===== config.mk =====
export PLATFORM = sky130hd
export DESIGN_NAME = alu_cmd_sequencer
export DESIGN_NICKNAME = d
export VERILOG_FILES = /design/src/rtl/alu_cmd_sequencer.sv
export SDC_FILE = /design/constraint.sdc
export NUM_CORES = 1
export LEC_CHECK = 0
export BUFFER_PORTS_ARGS = -buffer_cell sky130_fd_sc_hd__buf_2
export CORE_UTILIZATION = 58
export DETAILED_ROUTE_END_ITERATION = 8
export GPL_ROUTABILITY_DRIVEN = 0
export HOLD_SLACK_MARGIN = 0.06
export PLACE_DENSITY = 0.85
export SLEW_MARGIN = 30
export SYNTH_ARGS = -nofsm -noshare
export SYNTH_HDL_FRONTEND = slang
export SYNTH_SLANG_ARGS = --single-unit

===== constraint.sdc =====
create_clock -name clk -period 2.8 [get_ports clk]
set_input_delay 0.56 -clock clk [delete_from_list [all_inputs] [get_ports clk]]
set_output_delay 0.56 -clock clk [all_outputs]
set_load 0.005 [all_outputs]

===== src/rtl/alu_cmd_sequencer.sv =====
// alu_cmd_sequencer: command front end for the 4-bit combinational ALU.
// Accepts commands over valid/ready and reads operands from a small register file.
// It drives the ALU, writes the result back and returns it on a response channel.
// Optional feature macro: ALU_SEQ_FLAGS_EN adds registered rsp_zero / rsp_carry outputs.
module alu_cmd_sequencer #(
    parameter int REG_COUNT = 4,
    localparam int RIDX_W = $clog2(REG_COUNT)
) (
    input  logic              clk,
    input  logic              rst,
    input  logic              cmd_valid,
    output logic              cmd_ready,
    input  logic [2:0]        cmd_op,
    input  logic [RIDX_W-1:0] cmd_src_a,
    input  logic [RIDX_W-1:0] cmd_src_b,
    input  logic [RIDX_W-1:0] cmd_dst,
    input  logic [3:0]        cmd_imm,
    output logic              rsp_valid,
    input  logic              rsp_ready,
    output logic [3:0]        rsp_data,
    output logic [RIDX_W-1:0] rsp_dst,
`ifdef ALU_SEQ_FLAGS_EN
    output logic              rsp_zero,
    output logic              rsp_carry,
`endif
    output logic [3:0]        alu_a,
    output logic [3:0]        alu_b,
    output logic [2:0]        alu_sel,
    input  logic [3:0]        alu_result,
    output logic              busy
);

    localparam logic [2:0] OP_ADD  = 3'b000;
    localparam logic [2:0] OP_SUB  = 3'b001;
    localparam logic [2:0] OP_LOAD = 3'b111;

    typedef enum logic [1:0] {S_IDLE, S_EXEC, S_RESP} state_t;

    state_t            state_q, state_d;
    logic              cmd_ready_q, cmd_ready_d;
    logic              rsp_valid_q, rsp_valid_d;
    logic              busy_q, busy_d;
    logic [3:0]        rsp_data_q, rsp_data_d;
    logic [RIDX_W-1:0] rsp_dst_q, rsp_dst_d;
    logic [3:0]        alu_a_q, alu_a_d;
    logic [3:0]        alu_b_q, alu_b_d;
    logic [2:0]        alu_sel_q, alu_sel_d;
    logic [3:0]        regs_q [REG_COUNT];
    logic [3:0]        regs_d [REG_COUNT];
    logic              accept;

`ifdef ALU_SEQ_FLAGS_EN
    logic              rsp_zero_q, rsp_zero_d;
    logic              rsp_carry_q, rsp_carry_d;
    logic              exec_carry;

    // Carry/borrow of the operation currently latched on the ALU inputs.
    always_comb begin
        exec_carry = 1'b0;
        if (alu_sel_q == OP_ADD) begin
            exec_carry = (5'(alu_a_q) + 5'(alu_b_q)) > 5'd15;
        end else if (alu_sel_q == OP_SUB) begin
            exec_carry = alu_a_q < alu_b_q;
        end
    end
`endif

    assign accept = cmd_valid && cmd_ready_q;

    // Next-state, register-file write-back and output-register updates.
    always_comb begin
        state_d    = state_q;
        rsp_data_d = rsp_data_q;
        rsp_dst_d  = rsp_dst_q;
        alu_a_d    = alu_a_q;
        alu_b_d    = alu_b_q;
        alu_sel_d  = alu_sel_q;
        regs_d     = regs_q;
`ifdef ALU_SEQ_FLAGS_EN
        rsp_zero_d  = rsp_zero_q;
        rsp_carry_d = rsp_carry_q;
`endif
        case (state_q)
            S_IDLE: begin
                if (accept) begin
                    rsp_dst_d = cmd_dst;
                    if (cmd_op == OP_LOAD) begin
                        // LOAD bypasses the ALU and leaves its inputs untouched.
                        regs_d[cmd_dst] = cmd_imm;
                        rsp_data_d      = cmd_imm;
`ifdef ALU_SEQ_FLAGS_EN
                        rsp_zero_d  = (cmd_imm == 4'd0);
                        rsp_carry_d = 1'b0;
`endif
                        state_d = S_RESP;
                    end else begin
                        alu_a_d   = regs_q[cmd_src_a];
                        alu_b_d   = regs_q[cmd_src_b];
                        alu_sel_d = cmd_op;
                        state_d   = S_EXEC;
                    end
                end
            end
            S_EXEC: begin
                // Operands were latched at accept, so aliasing dst with a source is safe.
                rsp_data_d         = alu_result;
                regs_d[rsp_dst_q]  = alu_result;
`ifdef ALU_SEQ_FLAGS_EN
                rsp_zero_d  = (alu_result == 4'd0);
                rsp_carry_d = exec_carry;
`endif
                state_d = S_RESP;
            end
            S_RESP: begin
                if (rsp_ready) begin
                    state_d = S_IDLE;
                end
            end
            default: state_d = S_IDLE;
        endcase
        cmd_ready_d = (state_d == S_IDLE);
        rsp_valid_d = (state_d == S_RESP);
        busy_d      = (state_d != S_IDLE);
    end

    // State, output and register-file storage; reset clears everything at once.
    always_ff @(posedge clk or posedge rst) begin
        if (rst) begin
            state_q     <= S_IDLE;
            cmd_ready_q <= 1'b0;
            rsp_valid_q <= 1'b0;
            busy_q      <= 1'b0;
            rsp_data_q  <= '0;
            rsp_dst_q   <= '0;
            alu_a_q     <= '0;
            alu_b_q     <= '0;
            alu_sel_q   <= '0;
            for (int i = 0; i < REG_COUNT; i++) begin
                regs_q[i] <= '0;
            end
`ifdef ALU_SEQ_FLAGS_EN
            rsp_zero_q  <= 1'b0;
            rsp_carry_q <= 1'b0;
`endif
        end else begin
            state_q     <= state_d;
            cmd_ready_q <= cmd_ready_d;
            rsp_valid_q <= rsp_valid_d;
            busy_q      <= busy_d;
            rsp_data_q  <= rsp_data_d;
            rsp_dst_q   <= rsp_dst_d;
            alu_a_q     <= alu_a_d;
            alu_b_q     <= alu_b_d;
            alu_sel_q   <= alu_sel_d;
            regs_q      <= regs_d;
`ifdef ALU_SEQ_FLAGS_EN
            rsp_zero_q  <= rsp_zero_d;
            rsp_carry_q <= rsp_carry_d;
`endif
        end
    end

    assign cmd_ready = cmd_ready_q;
    assign rsp_valid = rsp_valid_q;
    assign busy      = busy_q;
    assign rsp_data  = rsp_data_q;
    assign rsp_dst   = rsp_dst_q;
    assign alu_a     = alu_a_q;
    assign alu_b     = alu_b_q;
    assign alu_sel   = alu_sel_q;
`ifdef ALU_SEQ_FLAGS_EN
    assign rsp_zero  = rsp_zero_q;
    assign rsp_carry = rsp_carry_q;
`endif

endmodule


==> impl_metrics.env <==
export IMPL_postCtsHoldBufs=0
export IMPL_synth_cell_types=33
export IMPL_synth_most_common_cell="dfrtp_1"
export IMPL_synth_top_cell_area_share_pct=49.3
export IMPL_arrival_ns=2.52
export IMPL_reg2reg_depth=4
export IMPL_slowest_delay_ns=0.60
export IMPL_coreArea_sq_um=3100
export IMPL_clk_path_buf_depth=2
export IMPL_fmax_mhz=438
export IMPL_ys_seq_area_share_pct=49.3
export IMPL_tns_ns=0
export IMPL_drc=0
export IMPL_drive_gt1_share_pct=42.4
export IMPL_portBuffers=40
export IMPL_grt_start_max_net_pins=21
export IMPL_dp_hpwl_mm=3.34
export IMPL_clkSinkCount=38
export IMPL_ys_top_cells_by_count="dfrtp_1, nor2_1, inv_1"
export IMPL_area_growth_pct=15.6
export IMPL_timing_final_crit_share_pct=81.5
export IMPL_cts_tree="yes"
export IMPL_vias=1488
export IMPL_syn_area_sq_um=1930
export IMPL_fin_nets=223
export IMPL_postRouteAntennaNets=0
export IMPL_finalClockSkew_ns=0.0100
export IMPL_grt_pass1_vias=1550
export IMPL_ys_ff_latch=38
export IMPL_p_leak_nw=0.977
export IMPL_max_cap_violations=0
export IMPL_htreeDepth=2
export IMPL_drt_iter0_drc=43
export IMPL_vdd_drop_max_mv=0.520
export IMPL_post_cts_buffers=0
export IMPL_finalWirelength_mm=4.27
export IMPL_first_pass_iters=4
export IMPL_final_hold_viol_count=0
export IMPL_synthesis_nets=180
export IMPL_rows=20
export IMPL_slew_headroom_pct=52.9
export IMPL_antenna_found_initial=0
export IMPL_crit_slowest_cell="nand4bb_1"
export IMPL_crit_required_ns=3.04
export IMPL_die_w_um=59.7
export IMPL_synth_top_flop_cell="dfrtp_1"
export IMPL_crit_chain="nand4bb_1 > nor2_1 > buf_4 > mux2_2"
export IMPL_die_h_um=59.7
export IMPL_async_flop_share_pct=100
export IMPL_avgRoutedWirePerCell_um=17.3
export IMPL_synth_area_leaders="dfrtp_1, mux4_2, o221a_2"
export IMPL_maxSlewViolCount=0
export IMPL_clock_latency_ns=0.35
export IMPL_synth_edf_count=0
export IMPL_rsz0062_at_grt="false"
export IMPL_path_buf_inv=1
export IMPL_synth_top_area_cell="dfrtp_1"
export IMPL_worst_path_stages=4
export IMPL_critPathLaunchType="flip-flop"
export IMPL_start_util_pct=62.2
export IMPL_setup_viol=0
export IMPL_cts_buffers=5
export IMPL_cts_root_buffer="clkbuf_4"
export IMPL_p_per_area_nw_per_um2=962
export IMPL_clk_pin_slew_ns=0.11
export IMPL_yosysWarnings=0
export IMPL_synth_cells=159
export IMPL_grt_overflow=0
export IMPL_avgSynthCellArea_sq_um=12.1
export IMPL_hold_path_class="in -> async"
export IMPL_worstPathMaxFanout=14
export IMPL_pin_count=41
export IMPL_cts_repair_resized=0
export IMPL_grt_pass1_wl_mm=7.15
export IMPL_status="completed"
export IMPL_worstSetupEndpointType="flip-flop"
export IMPL_worstSetupPathType="reg -> reg"
export IMPL_min_period_ns=2.28
export IMPL_dieArea_sq_um=3560
export IMPL_tightest_slew_ns=0.706
export IMPL_viasPerCell=6.02
export IMPL_total_power_mw=2.15
export IMPL_antennaDiodeCount=0
export IMPL_cp_top_family="simple AND/OR/NAND/NOR gates"
export IMPL_grtUsageTotal_pct=28.5
==> power by group <==
group	leakage, nW	internal, mW	total, mW	switching [mW]
sequential	0.440	0.821	1.04	0.219
combinational	0.501	0.488	0.806	0.318
clock	0.0353	0.122	0.300	0.178
==> layer usage <==
| metal | vias up | track usage (%) | wire length [um] |
|---|---|---|---|
| li1 | 693 | - | - |
| met3 | 14 | 6.49 | 257 |
| met4 | 0 | 15.6 | 146 |
| met5 | - | 0 | 0 |
| met1 | 717 | 33.6 | 1750 |
| met2 | 64 | 48.1 | 2120 |
==> cells in the final DEF (no fill, tap or decap) <==
master	netlist	final
dfrtp_1	38	38
o41a_1	1	1
nand3_2	1	1
o31ai_1	1	1
nor4bb_1	1	1
clkinv_2	0	1
buf_4	0	2
nand3b_1	1	1
buf_2	5	40
nand2_1	2	2
mux4_2	8	8
nand2b_1	5	5
inv_1	13	13
nor2_1	14	14
or2_1	4	4
clkbuf_4	0	5
a21oi_1	4	4
o21ai_0	9	9
a2bb2oi_1	1	1
nand4b_1	2	2
or2_2	4	4
a41o_1	1	1
and4bb_2	1	1
and2_1	1	1
o31ai_2	2	2
nand4_1	2	2
o31a_1	4	4
o221a_2	12	12
or3_1	2	2
mux2_2	8	8
nand4bb_1	2	2
clkbuf_8	0	1
clkbuf_1	1	1
or4b_4	1	1
and3_1	1	1
o22a_1	3	3
a221oi_1	4	4
==> layout make-up <==
cell class / instances / area [sq um]
flip-flops and latches: 38 / 951
multi-input cells: 102 / 902
fillers: 229 / 871
repair buffers: 42 / 215
clock buffers: 7 / 55.1
well taps: 44 / 55.1
inverters: 13 / 48.8
clock inverters: 1 / 5.00
==> cells by family (layout without fill, tap and decap cells) <==
| kind of cell | after synthesis | in the layout | share of synthesized area, % |
|---|---|---|---|
| flops | 38 | 38 | 49.3 |
| compound gates | 42 | 42 | 18.6 |
| simple gates | 44 | 44 | 14.1 |
| buf+inv | 19 | 63 | 4.02 |
| mux | 16 | 16 | 14.0 |
==> path summary, 6_finish.rpt <==
kind / start / end / slack [ns]
max: state_q[0]$_DFF_PP0_ / alu_b[2]$_DFFE_PP0P_ / 0.52
min: rst / regs_q[6]$_DFFE_PP0P_ / 0.30
max reg2reg: state_q[0]$_DFF_PP0_ / alu_b[2]$_DFFE_PP0P_ / 0.52
min reg2reg: alu_sel[0]$_DFFE_PP0P_ / alu_sel[0]$_DFFE_PP0P_ / 0.51
max in group asynchronous: rst / alu_a[2]$_DFFE_PP0P_ / 1.77
min in group clk: rsp_ready / cmd_ready$_DFF_PP0_ / 0.49
==> flip-flops by register name, indices dropped and copies added, names as in the netlist <==
signal	count
state_q	2
rsp_dst	2
regs_q	16
rsp_data	4
alu_b	4
rsp_valid	1
alu_sel	3
busy	1
cmd_ready	1
alu_a	4
==> worst register-to-register path, cell delays in order (launching register included) <==
cell and delay [ns]:
dfrtp_1 0.53, nand4bb_1 0.60, nor2_1 0.46, buf_4 0.24, mux2_2 0.35
==> stage by stage <==
stage               setup slack [ns]  hold slack, ns  cell area (sq um)  instances  utilization (%)
global placement               0.591           0.476               2170        239             70.0
global route                   0.359           0.358               2230        247             71.9
finish                         0.519           0.301               2230        247             71.9
CTS                            0.559           0.315               2230        247             71.9
floorplan                       1.20           0.484               1930        159                -
detailed placement             0.525           0.474               2170        239             70.0
Note: power is estimated with default switching activity, not from simulation.
